**src/rtl/ram_stack_ctrl.sv**
```systemverilog
// LIFO stack controller that drives a single-port synchronous RAM with push/pop/swap
// commands, a busy handshake, a one-cycle data-valid pulse and sticky error flags.
module ram_stack_ctrl #(
    parameter int unsigned AW = 4,
    parameter int unsigned DW = 16
) (
    input  logic          cl,
    input  logic          rst,
    input  logic          push,
    input  logic          pop,
    input  logic [DW-1:0] din,
    input  logic          err_clr,
    output logic          busy,
    output logic [DW-1:0] dout,
    output logic          dout_valid,
    output logic [AW:0]   count,
    output logic          empty,
    output logic          full,
    output logic          ovf,
    output logic          udf,
    output logic          ram_st,
    output logic [AW-1:0] ram_ad,
    output logic [DW-1:0] ram_x,
    input  logic [DW-1:0] ram_y
);

    localparam int unsigned    SW    = AW + 1;
    localparam logic [SW-1:0]  DEPTH = SW'(2 ** AW);

    typedef enum logic [1:0] {IDLE, WR, RD, CAP} state_t;

    state_t        state, state_nxt;
    logic [SW-1:0] sp, sp_nxt;
    logic          swap_op, swap_op_nxt;
    logic [DW-1:0] hold, hold_nxt;
    logic          busy_nxt;
    logic [DW-1:0] dout_nxt;
    logic          dout_valid_nxt;
    logic          ovf_nxt, udf_nxt;
    logic          ovf_set, udf_set;
    logic          ram_st_nxt;
    logic [AW-1:0] ram_ad_nxt;
    logic [DW-1:0] ram_x_nxt;

    assign count = sp;
    assign empty = (sp == '0);
    assign full  = (sp == DEPTH);

    // Register stage: every output and the pointer update only here.
    always_ff @(posedge cl) begin
        if (rst) begin
            state      <= IDLE;
            sp         <= '0;
            swap_op    <= 1'b0;
            hold       <= '0;
            busy       <= 1'b0;
            dout       <= '0;
            dout_valid <= 1'b0;
            ovf        <= 1'b0;
            udf        <= 1'b0;
            ram_st     <= 1'b0;
            ram_ad     <= '0;
            ram_x      <= '0;
        end else begin
            state      <= state_nxt;
            sp         <= sp_nxt;
            swap_op    <= swap_op_nxt;
            hold       <= hold_nxt;
            busy       <= busy_nxt;
            dout       <= dout_nxt;
            dout_valid <= dout_valid_nxt;
            ovf        <= ovf_nxt;
            udf        <= udf_nxt;
            ram_st     <= ram_st_nxt;
            ram_ad     <= ram_ad_nxt;
            ram_x      <= ram_x_nxt;
        end
    end

    // Next-state and output decode.
    always_comb begin
        state_nxt      = state;
        sp_nxt         = sp;
        swap_op_nxt    = swap_op;
        hold_nxt       = hold;
        dout_nxt       = dout;
        dout_valid_nxt = 1'b0;
        ram_st_nxt     = 1'b0;
        ram_ad_nxt     = ram_ad;
        ram_x_nxt      = ram_x;
        ovf_set        = 1'b0;
        udf_set        = 1'b0;

        case (state)
            IDLE: begin
                if (push && !pop) begin
                    if (full) begin
                        ovf_set = 1'b1;
                    end else begin
                        state_nxt   = WR;
                        ram_st_nxt  = 1'b1;
                        ram_ad_nxt  = sp[AW-1:0];
                        ram_x_nxt   = din;
                        swap_op_nxt = 1'b0;
                    end
                end else if (pop) begin
                    if (empty) begin
                        udf_set = 1'b1;
                    end else begin
                        state_nxt   = RD;
                        ram_ad_nxt  = AW'(sp - SW'(1));
                        swap_op_nxt = push;
                        hold_nxt    = din;
                    end
                end
            end
            WR: begin
                state_nxt = IDLE;
                if (!swap_op) sp_nxt = sp + SW'(1);
            end
            RD: begin
                state_nxt = CAP;
            end
            CAP: begin
                dout_nxt       = ram_y;
                dout_valid_nxt = 1'b1;
                // A swap rewrites the same top slot, so ram_ad is left as set in RD.
                if (swap_op) begin
                    state_nxt  = WR;
                    ram_st_nxt = 1'b1;
                    ram_x_nxt  = hold;
                end else begin
                    state_nxt = IDLE;
                    sp_nxt    = sp - SW'(1);
                end
            end
            default: begin
                state_nxt = IDLE;
            end
        endcase

        busy_nxt = (state_nxt != IDLE);
        ovf_nxt  = ovf_set | (ovf & ~err_clr);
        udf_nxt  = udf_set | (udf & ~err_clr);
    end

endmodule

```
**config.mk**
```make
export PLATFORM = sky130hd
export DESIGN_NAME = ram_stack_ctrl
export DESIGN_NICKNAME = d
export VERILOG_FILES = /design/src/rtl/ram_stack_ctrl.sv
export SDC_FILE = /design/constraint.sdc
export NUM_CORES = 1
export LEC_CHECK = 0
export ABC_AREA = 1
export ABC_CLOCK_PERIOD_IN_PS = 2130
export CORE_MARGIN = 2
export CORE_UTILIZATION = 45
export CTS_CLUSTER_SIZE = 14
export DETAILED_ROUTE_END_ITERATION = 6
export GPL_ROUTABILITY_DRIVEN = 0
export PLACE_DENSITY = 0.84
export SYNTH_ARGS = -nofsm -noshare
export SYNTH_HDL_FRONTEND = slang
export SYNTH_SLANG_ARGS = --single-unit
```
**constraint.sdc**
```tcl
create_clock -name cl -period 2.13 [get_ports cl]
set_input_delay 0.3195 -clock cl [delete_from_list [all_inputs] [get_ports cl]]
set_output_delay 0.3195 -clock cl [all_outputs]
set_load 0.005 [all_outputs]
```
==> flow_summary.ini, run 1 <==
[setup_path]
cp.arrival_ns = 1.72
crit_fanout = 6
critPathLaunchType = flip-flop
ff2ff_path_depth = 8
crit_buf_inv = 3
crit_path_end_kind = output pin
cpPeakStageDelay_ns = 0.50
cp_cell_sequence = inv_2 > ha_4 > nand3_2 > inv_2 > clkdlybuf4s50_1
crit_cells = 5
r2r_slack_ns = 0.32
cp_top_family = buffers and inverters
reg2reg_from = state[1]
path_class = reg -> out
worstPathRequired_ns = 1.81
crit_slowest_cell = clkdlybuf4s50_1
worst_path_most_repeated_cell = inv_2
timing.rr.end = ram_x[0]

[route]
num_vias = 2971
drtPass1Iterations = 6
wl_per_cell_um = 12.4
wl_met3_um = 774
postRouteAntennaNets = 0
wl_met1_um = 3240
viasPerCell = 4.93
routed_wl_um = 7470
top_layer = met4
drc = 4
dr_wl_met2_um = 3310
drtIter0Drc = 233

[yosys]
avgSynthCellArea_sq_um = 6.89
ys_warn_count = 0
syn_nets = 480
async_flop_share_pct = 0
yosysUniqueCellTypes = 24
syn-cell-area_sq_mm = 0.00301
netlist_instances = 437
synth_edf_count = 0
synth_seq_cells = 65
synth_seq_area_share_pct = 43.2
synth_ff_type = dfxtp_1

[cts]
clk_pin_slew_ns = 0.07
clk_latency_ns = 0.36
htreeDepth = 3
cts_buffers = 9
clock-root-buffer = clkbuf_8
clockBufferDepth = 2
tritoncts = yes
cts.sinks = 65
hold_buffers = 0

[hold_path]
hold_class = reg -> reg
worstHoldEndpoint = ram_ad[1]
hold_start = ram_ad[1]
hold_depth = 2

[timing]
min_period_ns = 2.04
slew_headroom_pct = 62.4
timing.final.max_slew_violations = 0
max_freq_mhz = 491
period_share_pct = 95.6
finalSetupViolations = 0
finalHoldViolCount = 0
layout_setup_ws_ns = 0.0938
worstMarginPinSlew_ns = 0.563
clock_skew_ns = 0.00769

[placed_design]
dp_hpwl_um = 5210
place_ws_ns = 0.201
portBuffers = 84

[layout]
layout-drive-gt1-share_pct = 7.41
final_cell_mix = nor2_1, nand2_1, clkdlybuf4s50_1
post-route-util_pct = 65.1
antenna_cells = 0
layout_commonest_cell = nor2_1
area_growth_syn_to_layout_pct = 38.9
nNetsFinal = 564

[grt]
grt_max_degree = 38
grt_pass1_wl_um = 12700
antenna_found_initial = 0
grt_pass1_vias = 2820
grt.total_usage_pct = 21.8
grt_overflow = 0

[floorplanning]
core-area_sq_mm = 0.00642
die_w_um = 85.8
start_util_pct = 46.9
dieArea_sq_mm = 0.00737
pin_count = 85
die_h_um = 85.8
core.rowCount = 29

[power]
irDropWorstVdd_mv = 0.536
power.density_mw_per_mm2 = 1150
p_leak_nw = 1.87

[outcome]
failed_checks = DRC
status = finished with violations

[flow_run]
max_cap_violations = 0
## synth_stat cells (2+ instances only)
| cell | n | area, sq um |
|---|---|---|
| nor2_1 | 92 | 345 |
| nand2_1 | 88 | 330 |
| dfxtp_1 | 65 | 1300 |
| inv_1 | 54 | 203 |
| o21ai_0 | 39 | 195 |
| nand4_1 | 17 | 106 |
| a21boi_0 | 16 | 120 |
| a21oi_1 | 16 | 80.1 |
| clkbuf_1 | 11 | 41.3 |
| nand3_1 | 10 | 50.1 |
| buf_2 | 8 | 40.0 |
| ha_1 | 6 | 75.1 |
| inv_2 | 3 | 11.3 |
| nand3_2 | 2 | 20.0 |
## cell families (layout without fill, tap and decap cells)
group	Yosys count	after routing	share of synthesized area, %
buffers and inverters	78	167	10.2
flip-flops	65	65	43.2
AO/OA/AOI/OAI	73	73	13.9
AND/OR/NAND/NOR	213	213	29.7
adder cells (fa/ha/maj)	6	6	2.49
XOR/XNOR	2	2	0.582
## registers in the layout, indices dropped and copies added, names as in the netlist
register    cells
swap_op         1
dout_valid      1
ram_ad          4
state           2
hold           16
ram_x          16
udf             1
ram_st          1
ovf             1
dout           16
count           5
busy            1
## cell type report
type | instances | area [sq um]
clock buffers | 10 | 138
clock inverters | 6 | 90.1
fillers | 542 | 2240
inverters | 58 | 218
multi-input cells | 294 | 1420
flip-flops and latches | 65 | 1300
well taps | 77 | 96.3
repair buffers | 93 | 921
## layer usage
layer / vias up / global-route usage, %
met2: 106 / 33.0
met1: 1308 / 26.7
met4: 0 / 10.1
met5: - / 0
met3: 15 / 9.62
li1: 1542 / -
## report_power, final
part / internal, mW / switching [mW] / leakage (nW)
registers: 1.53 / 0.175 / 0.532
logic: 0.920 / 1.01 / 1.23
clock network: 0.694 / 0.500 / 0.113
total: 3.15 / 1.68 / 1.87
## what timing repair did
action	4_1_cts	5_1_grt
pin swaps	0	0
buffers inserted	0	1
hold endpoints to repair	0	0
resized for setup	2	3
endpoints found under the setup margin	2	2
## worst max-delay path by stage
stage / endpoint / start / slack [ns]
after global placement: ram_ad[3] / pop / 0.24
after global routing: empty / count[0] / -0.0002
final: full / count[0] / 0.09
after floorplan: ram_x[15] / count[0] / 0.62
after detailed placement: ram_ad[3] / pop / 0.20
after CTS: empty / count[0] / 0.006
## stage by stage
stage | hold WS [ns] | TNS (ns) | total power [mW] | instances | cell area [sq um]
6_report | 0.467 | 0 | 4.83 | 603 | 4180
5_1_grt | 0.491 | -0.000185 | 5.22 | 603 | 4180
4_1_cts | 0.477 | 0 | 4.83 | 602 | 4160
3_5_place_dp | 0.467 | 0 | 3.61 | 586 | 3930
3_3_place_gp | 0.458 | 0 | 3.55 | 586 | 3930
2_1_floorplan | 0.454 | 0 | 2.84 | 437 | 3010
## worst reg2reg max path, stage by stage (launching register included)
cell	delay, ns
dfxtp_1	0.37
ha_1	0.18
buf_4	0.35
nand2_1	0.21
o21ai_4	0.13
buf_4	0.23
nand4_1	0.12
nand2_1	0.08
nor2_1	0.04
Power figures use the tool's default switching activity.
==> run 2: changes to the inputs <==
--- a/config.mk
+++ b/config.mk
@@ -6,12 +6,13 @@
 export NUM_CORES = 1
 export LEC_CHECK = 0
 export ABC_AREA = 1
-export ABC_CLOCK_PERIOD_IN_PS = 2130
+export ABC_CLOCK_PERIOD_IN_PS = 2300
 export CORE_MARGIN = 2
 export CORE_UTILIZATION = 45
 export CTS_CLUSTER_SIZE = 14
 export DETAILED_ROUTE_END_ITERATION = 6
 export GPL_ROUTABILITY_DRIVEN = 0
+export GPL_TIMING_DRIVEN = 0
 export PLACE_DENSITY = 0.84
 export SYNTH_ARGS = -nofsm -noshare
 export SYNTH_HDL_FRONTEND = slang
==> constraint.sdc (replaced) <==
create_clock -name cl -period 2.3 [get_ports cl]
set_input_delay 0.345 -clock cl [delete_from_list [all_inputs] [get_ports cl]]
set_output_delay 0.345 -clock cl [all_outputs]
set_load 0.005 [all_outputs]
==> run 2 against run 1 <==
Against the previous run:
- sequential power is 8% lower
- largest cell class unchanged
- first-iteration DRC count down 33%
- final area is 1.9% lower
- core utilization is 1.2 points lower
- largest power group unchanged
- the run still ends with DRC left
- clock skew fell by 0.0022 ns
- count of clock-buffer cells in the layout rose by 1
- critical endpoint is now empty
- combinational power fell by 9%
- power fell by 14%
==> flow_summary.ini, run 2 (same netlist as run 1, synthesis figures left out) <==
[grt]
grt_pass1_vias = 2837
grt.total_usage_pct = 22.1
grt_pass1_wl_um = 12900
grt_max_degree = 11
grt_overflow = 0
antenna_found_initial = 0

[timing]
min_period_ns = 2.16
fin_setup_tns_ns = 0
slew_headroom_pct = 64.9
whs_ns = 0.445
worstMarginPinSlew_ns = 0.527
timing.final.max_slew_violations = 0
layout_setup_ws_ns = 0.136
period_share_pct = 94.1
clock_skew_ns = 0.00549
max_freq_mhz = 462
finalSetupViolations = 0
rsz0062_at_grt = no
finalHoldViolCount = 0

[outcome]
status = finished with violations
failed_checks = DRC

[layout]
stdcell_count = 612
fillers = 561
area_growth_syn_to_layout_pct = 36.2
final_cell_mix = nor2_1, nand2_1, clkdlybuf4s50_1
reg_top3 = dout: 16 flops, hold: 16 flops, ram_x: 16 flops
multi_input_area_sq_mm = 0.00141
final_area_sq_mm = 0.00410
antenna_cells = 0
layout-drive-gt1-share_pct = 6.54
layout_commonest_cell = nor2_1
post-route-util_pct = 63.9
layout.area.seq_sq_mm = 0.00130
nNetsFinal = 574

[power]
irDropWorstVdd_mv = 0.500
p_leak_nw = 1.84
power.density_mw_per_mm2 = 1010
total_power_mw = 4.15

[cts]
cts_setup_buffers = 0
cts_buffers = 9
htreeDepth = 3
clock-root-buffer = clkbuf_8
cts.sinks = 65
clockBufferDepth = 2
tritoncts = yes
clk_pin_slew_ns = 0.06
clk_latency_ns = 0.34
hold_buffers = 0

[hold_path]
hold_class = in -> reg

[floorplanning]
pin_count = 85
start_util_pct = 46.9
core-area_sq_mm = 0.00642
core.rowCount = 29
die_h_um = 85.8
dieArea_sq_mm = 0.00737
die_w_um = 85.8

[route]
wl_per_cell_um = 12.3
drtIter0Drc = 157
num_vias = 2969
postRouteAntennaNets = 0
viasPerCell = 4.85
drtPass1Iterations = 7
routed_wl_um = 7550
drc = 4

[placed_design]
placed_area_sq_mm = 0.00394
dp_hpwl_um = 5640
place_ws_ns = 0.266
portBuffers = 83
dp.cells = 597

[setup_path]
crit_path_end_kind = output pin
crit_fanout = 6
path_class = reg -> out
critPathLaunchType = flip-flop
worstPathRequired_ns = 1.96
cp.arrival_ns = 1.82

[flow_run]
max_cap_violations = 0
run 2: area by class of cell:
type / count / area share (%)
Clock inverter: 4 / 0.488
Buffer: 20 / 2.16
Multi-Input combinational cell: 294 / 34.3
Sequential cell: 65 / 31.7
Inverter: 58 / 5.30
Timing Repair Buffer: 83 / 20.2
Clock buffer: 11 / 3.45
Tap cell: 77 / 2.35
run 2: worst paths after layout:
check / start / end / slack, ns / cells after the start
max reg2reg: state[0] / hold[7] / 0.45 / 8
min: rst / ovf / 0.45 / 2
max: count[0] / empty / 0.14 / 5
min reg2reg: ram_ad[1] / ram_ad[1] / 0.46 / 2
run 2: layer usage:
metal | track usage (%) | part of all wire, % | wire, um
met3 | 8.57 | 8.4 | 634
met5 | 0 | 0 | 0
met4 | 7.94 | 1.6 | 119
met1 | 27.6 | 44 | 3320
met2 | 34.7 | 46 | 3470
run 2: worst max-delay path, stage by stage, from the launching register on:
cell	delay (ns)
dfxtp_1	0.37
inv_2	0.13
ha_2	0.25
nand3_2	0.14
inv_1	0.10
clkdlybuf4s50_1	0.50
run 2: repair_timing:
action                                  CTS  global route
endpoints found under the setup margin    0             2
hold endpoints to repair                  0             0
resized for setup                         0             2
run 2: report_power, final:
group / total, mW / internal (mW) / switching (mW)
clock: 0.829 / 0.407 / 0.422
sequential: 1.58 / 1.42 / 0.162
combinational: 1.75 / 0.829 / 0.916
total: 4.15 / 2.65 / 1.50
